`src/rtl/spypath_delay_meas.sv`:
```
// Launches alternating edges into a spy path and encodes the TDC thermometer
// sampled after each edge into arrival codes with per-run count/sum/min/max.
module spypath_delay_meas #(
    parameter int TAPS     = 64,
    parameter int TRIALS_W = 8,
    parameter int SETTLE   = 4,
    parameter int SUM_W    = $clog2(TAPS + 1) + TRIALS_W,
    localparam int CW      = $clog2(TAPS + 1)
) (
    input  logic                clk,
    input  logic                rst,
    input  logic                start,
    input  logic [TRIALS_W-1:0] num_trials,
    input  logic [TAPS-1:0]     tdc_taps,
    output logic                launch,
    output logic                busy,
    output logic                meas_valid,
    output logic [CW-1:0]       meas_code,
    output logic                done,
    output logic [TRIALS_W-1:0] trial_cnt,
    output logic [SUM_W-1:0]    sum_out,
    output logic [CW-1:0]       min_out,
    output logic [CW-1:0]       max_out,
    output logic                bubble_err
);

    localparam int WW = $clog2(SETTLE + 1);

    localparam logic [2:0] S_IDLE    = 3'd0;
    localparam logic [2:0] S_LAUNCH  = 3'd1;
    localparam logic [2:0] S_WAIT    = 3'd2;
    localparam logic [2:0] S_CAPTURE = 3'd3;
    localparam logic [2:0] S_ENCODE  = 3'd4;
    localparam logic [2:0] S_DONE    = 3'd5;

    logic [2:0]          state;
    logic [TRIALS_W-1:0] n_lat;
    logic [WW-1:0]       wcnt;
    logic                pol;
    logic [TAPS-1:0]     cap;
    logic [CW-1:0]       code_c;
    logic                bub_c;
    logic                found;
    logic                last_c;

    // code = index of the first zero; any one above it is a bubble
    always_comb begin
        code_c = CW'(TAPS);
        bub_c  = 1'b0;
        found  = 1'b0;
        for (int i = 0; i < TAPS; i++) begin
            if (found) begin
                if (cap[i]) bub_c = 1'b1;
            end else if (!cap[i]) begin
                found  = 1'b1;
                code_c = CW'(i);
            end
        end
    end

    assign last_c = (trial_cnt + TRIALS_W'(1)) == n_lat;

    always_ff @(posedge clk) begin
        if (rst) begin
            state      <= S_IDLE;
            n_lat      <= '0;
            wcnt       <= '0;
            pol        <= 1'b0;
            cap        <= '0;
            launch     <= 1'b0;
            busy       <= 1'b0;
            meas_valid <= 1'b0;
            meas_code  <= '0;
            done       <= 1'b0;
            trial_cnt  <= '0;
            sum_out    <= '0;
            min_out    <= '0;
            max_out    <= '0;
            bubble_err <= 1'b0;
        end else begin
            meas_valid <= 1'b0;
            done       <= 1'b0;
            unique case (state)
                S_IDLE: begin
                    // busy still high here means the done cycle just ended
                    if (busy) begin
                        busy <= 1'b0;
                    end else if (start) begin
                        busy       <= 1'b1;
                        n_lat      <= num_trials;
                        trial_cnt  <= '0;
                        sum_out    <= '0;
                        bubble_err <= 1'b0;
                        max_out    <= '0;
                        if (num_trials == '0) begin
                            min_out <= '0;
                            done    <= 1'b1;
                        end else begin
                            min_out <= '1;
                            launch  <= ~launch;
                            pol     <= ~launch;
                            state   <= S_LAUNCH;
                        end
                    end
                end
                S_LAUNCH: begin
                    wcnt  <= WW'(SETTLE);
                    state <= S_WAIT;
                end
                S_WAIT: begin
                    if (wcnt == WW'(1)) state <= S_CAPTURE;
                    else wcnt <= wcnt - WW'(1);
                end
                S_CAPTURE: begin
                    cap   <= pol ? tdc_taps : ~tdc_taps;
                    state <= S_ENCODE;
                end
                S_ENCODE: begin
                    meas_valid <= 1'b1;
                    meas_code  <= code_c;
                    trial_cnt  <= trial_cnt + TRIALS_W'(1);
                    sum_out    <= sum_out + SUM_W'(code_c);
                    if (code_c < min_out) min_out <= code_c;
                    if (code_c > max_out) max_out <= code_c;
                    if (bub_c) bubble_err <= 1'b1;
                    if (last_c) begin
                        state <= S_DONE;
                    end else begin
                        launch <= ~launch;
                        pol    <= ~launch;
                        state  <= S_LAUNCH;
                    end
                end
                S_DONE: begin
                    done  <= 1'b1;
                    state <= S_IDLE;
                end
                default: state <= S_IDLE;
            endcase
        end
    end

endmodule

```
`config.mk`:
```
export PLATFORM = sky130hd
export DESIGN_NAME = spypath_delay_meas
export DESIGN_NICKNAME = d
export VERILOG_FILES = /design/src/rtl/spypath_delay_meas.sv
export SDC_FILE = /design/constraint.sdc
export NUM_CORES = 1
export LEC_CHECK = 0
export BUFFER_PORTS_ARGS = -buffer_cell sky130_fd_sc_hd__buf_4
export CAP_MARGIN = 5
export CORE_ASPECT_RATIO = 0.7
export CORE_MARGIN = 1
export CORE_UTILIZATION = 60
export DETAILED_ROUTE_END_ITERATION = 12
export GPL_ROUTABILITY_DRIVEN = 0
export GPL_TIMING_DRIVEN = 0
export PLACE_DENSITY = 0.8
export SYNTH_ARGS = -nofsm -noshare
export SYNTH_HDL_FRONTEND = slang
export SYNTH_SLANG_ARGS = --single-unit
```
`constraint.sdc`:
```
create_clock -name clk -period 10.1 [get_ports clk]
set_input_delay 1.01 -clock clk [delete_from_list [all_inputs] [get_ports clk]]
set_output_delay 1.01 -clock clk [all_outputs]
set_load 0.005 [all_outputs]
```
; ---- Yosys cells after proc, flatten, opt, wreduce, memory -nomap -nowiden
; Index checks and enable logic that the tools add are counted.
[totals]
n_memories = 0
rom_bits = 0
mem_bits_rw = 0
latch_bits = 0
regBits = 127
output_inout_bits = 49
[classes]
n_shift = 0
eq_ne = 16
order_cmp = 2
n_div = 0
mul = 0
bitwise = 3
reduce_logical = 12
addsub = 3
muxes = 418
[op_table]
columns = op, count
row1 = 7-bit 2-to-1 mux, 134
row2 = 1-bit 2-to-1 mux, 264
row3 = 64-bit 2-to-1 mux, 1
row4 = 64-bit inverter, 1
row5 = 15-bit 2-to-1 mux, 2
row6 = 15-bit case mux with 2 select lines, 1
row7 = 7-bit case mux with 2 select lines, 2
row8 = 3-bit 2-to-1 mux, 6
row9 = 2-bit != test (second input constant), 9
row10 = 8-bit 2-to-1 mux, 2
row11 = 8-bit case mux with 2 select lines, 1
row12 = 4-bit AND reduction, 4
row13 = 15-bit by 7-bit adder with 15-bit output, 1
row14 = 3-bit case mux with 5 select lines, 1
row15 = 8-bit by 1-bit adder with 8-bit output (second input constant), 1
row16 = 8-bit == test, 1
row17 = 8-bit logical NOT, 1
row18 = 7-bit greater-than comparator, 1
row19 = 7-bit less-than comparator, 1
row20 = 3-bit by 1-bit == test with 1-bit output (second input constant), 2
row21 = 3-bit by 2-bit == test with 1-bit output (second input constant), 2
row22 = 3-bit == test (second input constant), 2
row23 = 1-bit case mux with 2 select lines, 3
row24 = 3-bit case mux with 2 select lines, 1
row25 = 7 further kinds, 10

; ---- Longest topological paths before layout
[logic_depth]
depth_word = 130
mapped_depth = 20
mapped_depth_nobuf = 19

; ---- Least setup slack after synthesis
; No wires, ideal clock.
[synth_timing]
kind = register -> register
startpoint = reg cap[34]
endpoint = reg sum_out[12]
stages_incl_launch_ff = 20
path_buffers = 0
slack_ns = 6.177
arrival_time_ns = 3.799
required_ns = 9.976
path_cell_list = dfxtp_1 nand3_1 or4_1 nor3_1 nand2b_1 nor2_1 a21oi_4 inv_1 ha_1 inv_1 fa_1 nor2b_1 o21ai_0 a21boi_0 o21a_1 o21ai_0 a211oi_1 nand3_1 xor2_1 nor2_1
[synth_via]
elab_chain_len = 62
[synth_rtl]
columns = element, line
row1 = start: declaration, 40  ; logic [TAPS-1:0] cap;
row2 = start signal: assignment, 115  ; cap <= pol ? tdc_taps : ~tdc_taps;
row3 = 7-bit 2-to-1 mux, 54  ; end else if (!cap[i]) begin
row4 = 7-bit 2-to-1 mux, 52  ; if (found) begin
row5 = 7-bit 2-to-1 mux, 54
row6 = 7-bit 2-to-1 mux, 52
row7 = 7-bit 2-to-1 mux, 54
row8 = 7-bit 2-to-1 mux, 52
row9 = 7-bit 2-to-1 mux, 54
row10 = 7-bit 2-to-1 mux, 52
row11 = (+47 left out), n/a
row12 = 7-bit 2-to-1 mux, 52
row13 = 7-bit 2-to-1 mux, 54
row14 = 7-bit 2-to-1 mux, 52
row15 = 7-bit 2-to-1 mux, 54
row16 = 7-bit 2-to-1 mux *, 52
row17 = named net code_c[0], 41  ; logic [CW-1:0] code_c;
row18 = 15-bit by 7-bit adder with 15-bit output *, 122  ; sum_out <= sum_out + SUM_W'(code_c);
row19 = 15-bit case mux with 2 select lines *, 83  ; unique case (state)
row20 = end signal: assignment, 122
row21 = end: declaration, 21  ; output logic [SUM_W-1:0] sum_out,
; Mark *: on every way through the listed nets, which the timed path passes. The rest lies on a longest branch.
; A chain may end at the register's enable or synchronous reset.

; ---- Worst setup path in the final report
[layout_timing]
startpoint = reg cap[12]
endpoint = reg sum_out[14]
[layout_via]
elab_chain_len = 106
[layout_rtl]
columns = element, line
row1 = 7-bit 2-to-1 mux, 54
row2 = 7-bit 2-to-1 mux, 52
row3 = 7-bit 2-to-1 mux, 54
row4 = 7-bit 2-to-1 mux, 52
row5 = 7-bit 2-to-1 mux, 54
row6 = 7-bit 2-to-1 mux, 52
row7 = 7-bit 2-to-1 mux, 54
row8 = 7-bit 2-to-1 mux, 52
row9 = (+91 left out), n/a
row10 = 7-bit 2-to-1 mux, 52
row11 = 7-bit 2-to-1 mux, 54
row12 = 7-bit 2-to-1 mux, 52
row13 = 7-bit 2-to-1 mux, 54
row14 = 7-bit 2-to-1 mux *, 52
row15 = named net code_c[0], 41
row16 = 15-bit by 7-bit adder with 15-bit output *, 122
row17 = 15-bit case mux with 2 select lines *, 83
; Marks and branches as above.

==> key figures <==
Status
  – Status: finished clean

Synthesis
  – Top cells by area, synth: dfxtp_1 35%, nor2_1 10%, xor2_1 8.9%
  – Number of synthesis warnings: 0
  – Post-synthesis compound-gate area fraction: 20.5%
  – Count of different cell masters after synthesis: 64
  – Async set or reset register ratio after synthesis: 0%
  – Post-synthesis adder-cell area fraction: 4.19%
  – Post-Syn Area per Cell: between 7 and 8 µm²
  – Number of synthesized register bits: 127
  – Synth top area share: between 30% and 40%
  – Most used DFF post-synth: dfxtp_1
  – Post-synthesis cell area: ~7300 µm²
  – Simple-gate share of the synthesized area: 24.9%
  – Gate count of the mapped netlist: between 900 and 1000
  – Mux cell area share after synthesis: less than 1%
  – Largest family of logic cells by synthesized area: simple AND/OR/NAND/NOR gates
  – Register area share after synthesis: between 30% and 40%
  – Syn Nets: between 1000 and 1500
  – Post-synth top area cell: dfxtp_1
  – Synth Area in XOR/XNOR: between 10% and 20%
  – EDFF count, synth: 0

Power and ir drop
  – VDD IR-drop max: approximately 0.17 mV
  – Pwr/cell area: about 210 nW/µm²
  – Lkg Pwr: 3.69 nW

Floorplanning
  – Die area: 12700 µm²
  – Overall die height: between 90 and 100 µm
  – Std cell rows: 33
  – Core area: 11800 µm²
  – Die Wd: around 130 µm
  – I/O pins: between 100 and 150
  – Initial Utilization: between 60 and 70%

Worst setup path
  – Biggest cell delay along the critical path: 0.61 ns
  – CP startpoint: cap[12]
  – Critical Path AT: approximately 5.0 ns
  – Crit-path max FO: 8
  – Reg2reg start: cap[12]
  – WP data required: between 10 and 15 ns
  – Setup crit end kind: flop
  – WS Path Type: flop to flop
  – Worst setup SP type: flop
  – Worst path slowest cell: nor4_2
  – Cell chain of the critical path: nand4_1, nor4_2, nand2_1, a211oi_1, a211o_1, a21oi_4, inv_1, ha_1, inv_1, fa_1, nor2b_1, o21ai_0, a21boi_0, o21a_1, o21ai_0, a211oi_1, nand3_1, xor2_1, nor2_1

Worst hold path
  – Hold path startpoint: n_lat[7]
  – HP Class: flop to flop

Clock network
  – Root buf cell: clkbuf_16
  – Post-CTS Hold Fix Bufs: 0
  – Post-CTS Repair Setup Buffers: 0
  – Worst skew pair latency: ~0.42 ns
  – Clk sink count: around 130
  – H-tree depth: 4
  – CTS tree: done
  – Post-cts gate resize count: 0
  – Num CTS Buffers: 17
  – CTS clk-pin slew, worst paths: 0.06 ns
  – Maximum root-to-sink buffer count: 2

STA
  – Tcrit/Tclk final: a little under half
  – Fmax: approximately 210 MHz
  – Max-Slew Margin vs Limit: about 46%
  – RSZ-0062 raised after global routing: false
  – Final hold viol count: 0
  – Max Slew Vio Count: 0
  – Setup TNS: 0 ns
  – Clock skew after layout: around 0.0090 ns
  – Slew at the pin with the worst max-slew slack: about 0.8 ns
  – Final min period: around 4.7 ns
  – Endpoints failing setup: 0

Cells and area
  – Design area: around 9000 µm²
  – Ant diodes: 0
  – Share of cells above drive strength 1: 15.2%
  – Area Overhead vs Synth: 23.7%
  – Final Net Count: 1227

GRT
  – Gr ovfl total: 0
  – Met1 Track Usage GR: about 47%
  – First-pass GRT wire length: 32000 µm
  – GR Util All Layers: a little under a third
  – Met3 global-route usage: under 10%
  – Antenna violations before repair: 0
  – GRT Max-Usage Layer: met1
  – Met2 Usage GRT: between 40% and 50%
  – Largest net degree at the start of global routing: 17
  – Vias in the first global route: 6338

Routing
  – WL/cell: ~15 µm
  – Drt pass-1 iters: 5
  – Antenna viol nets, final: 0
  – Via/cell ratio: between 5 and 6
  – Vias: approximately 7400
  – DRC violations left: 0
  – Starting DRT DRC Count: between 700 and 800
  – Post-Route WL: 20000 µm

Placement
  – Post-place instance area: approximately 8500 µm²
  – Port bufs: between 100 and 150
  – Dpl hpwl: ~15000 µm

Run
  – Max Cap Viol: 0
## layout make-up
class,count,area (µm²)
Buffer,44,165
Clock buffer,18,439
Clock inverter,14,180
Fill cell,927,2730
Inverter,45,169
Multi-Input combinational cell,770,4470
Sequential cell,127,2540
Tap cell,157,196
Timing Repair Buffer,123,923
## final timing paths
check | endpoint | slack [ns] | cells after the start
setup reg to reg | sum_out[14] | 5.39 | 19
hold / removal | n_lat[7] | 0.47 | 2
setup / recovery | sum_out[14] | 5.39 | 19
hold reg to reg | n_lat[7] | 0.47 | 2
## where the power goes
group	internal, mW	switching (mW)	total [mW]
Combinational	0.251	0.377	0.628
Clock	0.398	0.243	0.641
Sequential	0.564	0.0749	0.639
Total	1.21	0.695	1.91
## cells in the mapped netlist (4+ instances only)
| library cell | n |
|---|---|
| nand2b_1 | 9 |
| a31oi_1 | 15 |
| ha_1 | 23 |
| nor2_1 | 195 |
| a211oi_1 | 9 |
| xnor2_1 | 16 |
| and3_1 | 6 |
| o21a_1 | 4 |
| inv_1 | 45 |
| or4_1 | 6 |
| o21ai_0 | 49 |
| o31ai_1 | 11 |
| nor3_1 | 18 |
| and2_1 | 4 |
| clkbuf_1 | 38 |
| dfxtp_1 | 127 |
| nand4_1 | 13 |
| buf_1 | 6 |
| a21o_1 | 4 |
| nand2_1 | 80 |
| nand3_1 | 32 |
| nor2b_1 | 13 |
| a21oi_1 | 117 |
| nor4_1 | 10 |
| xor2_1 | 75 |
## registers in the layout, indices dropped and copies added, names as in the netlist, 3 cells and up
register	cells
meas_code	7
cap	64
min_out	7
n_lat	8
trial_cnt	8
state	3
max_out	7
wcnt	3
sum_out	15
## metrics by stage
step	power (mW)	hold WS [ns]	setup WS (ns)	utilization (%)	instances
global route	2.01	0.489	5.06	76.9	1298
finish	1.91	0.474	5.39	76.9	1298
global placement	1.24	0.445	5.53	71.7	1266
detailed placement	1.26	0.449	5.49	71.7	1266
CTS	1.90	0.473	5.45	76.9	1298
floorplan	1.07	0.448	6.18	-	986
## cells by family after synthesis
| group | count (synthesis) |
|---|---|
| AO/OA/AOI/OAI | 249 |
| XOR/XNOR | 91 |
| adder cells (fa/ha/maj) | 24 |
| buffers and inverters | 89 |
| flip-flops | 127 |
| multiplexers | 3 |
| AND/OR/NAND/NOR | 403 |
## cell usage in the layout (no fill, tap or decap), types with 16 or more instances in the layout
master,Yosys,final
a21oi_1,117,117
buf_4,0,123
clkbuf_1,38,38
clkbuf_16,0,17
dfxtp_1,127,127
ha_1,23,23
inv_1,45,45
nand2_1,80,80
nand3_1,32,32
nor2_1,195,195
nor3_1,18,18
o21ai_0,49,49
xnor2_1,16,16
xor2_1,75,75
## per-layer routing
metal,wire length [µm],up-vias
met5,0,-
met1,9870,3310
met2,8030,324
met3,1680,38
li1,-,3719
met4,419,0
## worst max-delay path: cells and delay by family, from the launching register on
family          cells  cell delay (ns)
fa+ha+maj           2             0.59
compound gates      8             1.75
buf+inv             2             0.15
simple gates        6             1.44
flops               1             0.48
xor+xnor            1             0.16
No activity file was read; power rests on OpenSTA's default activity.
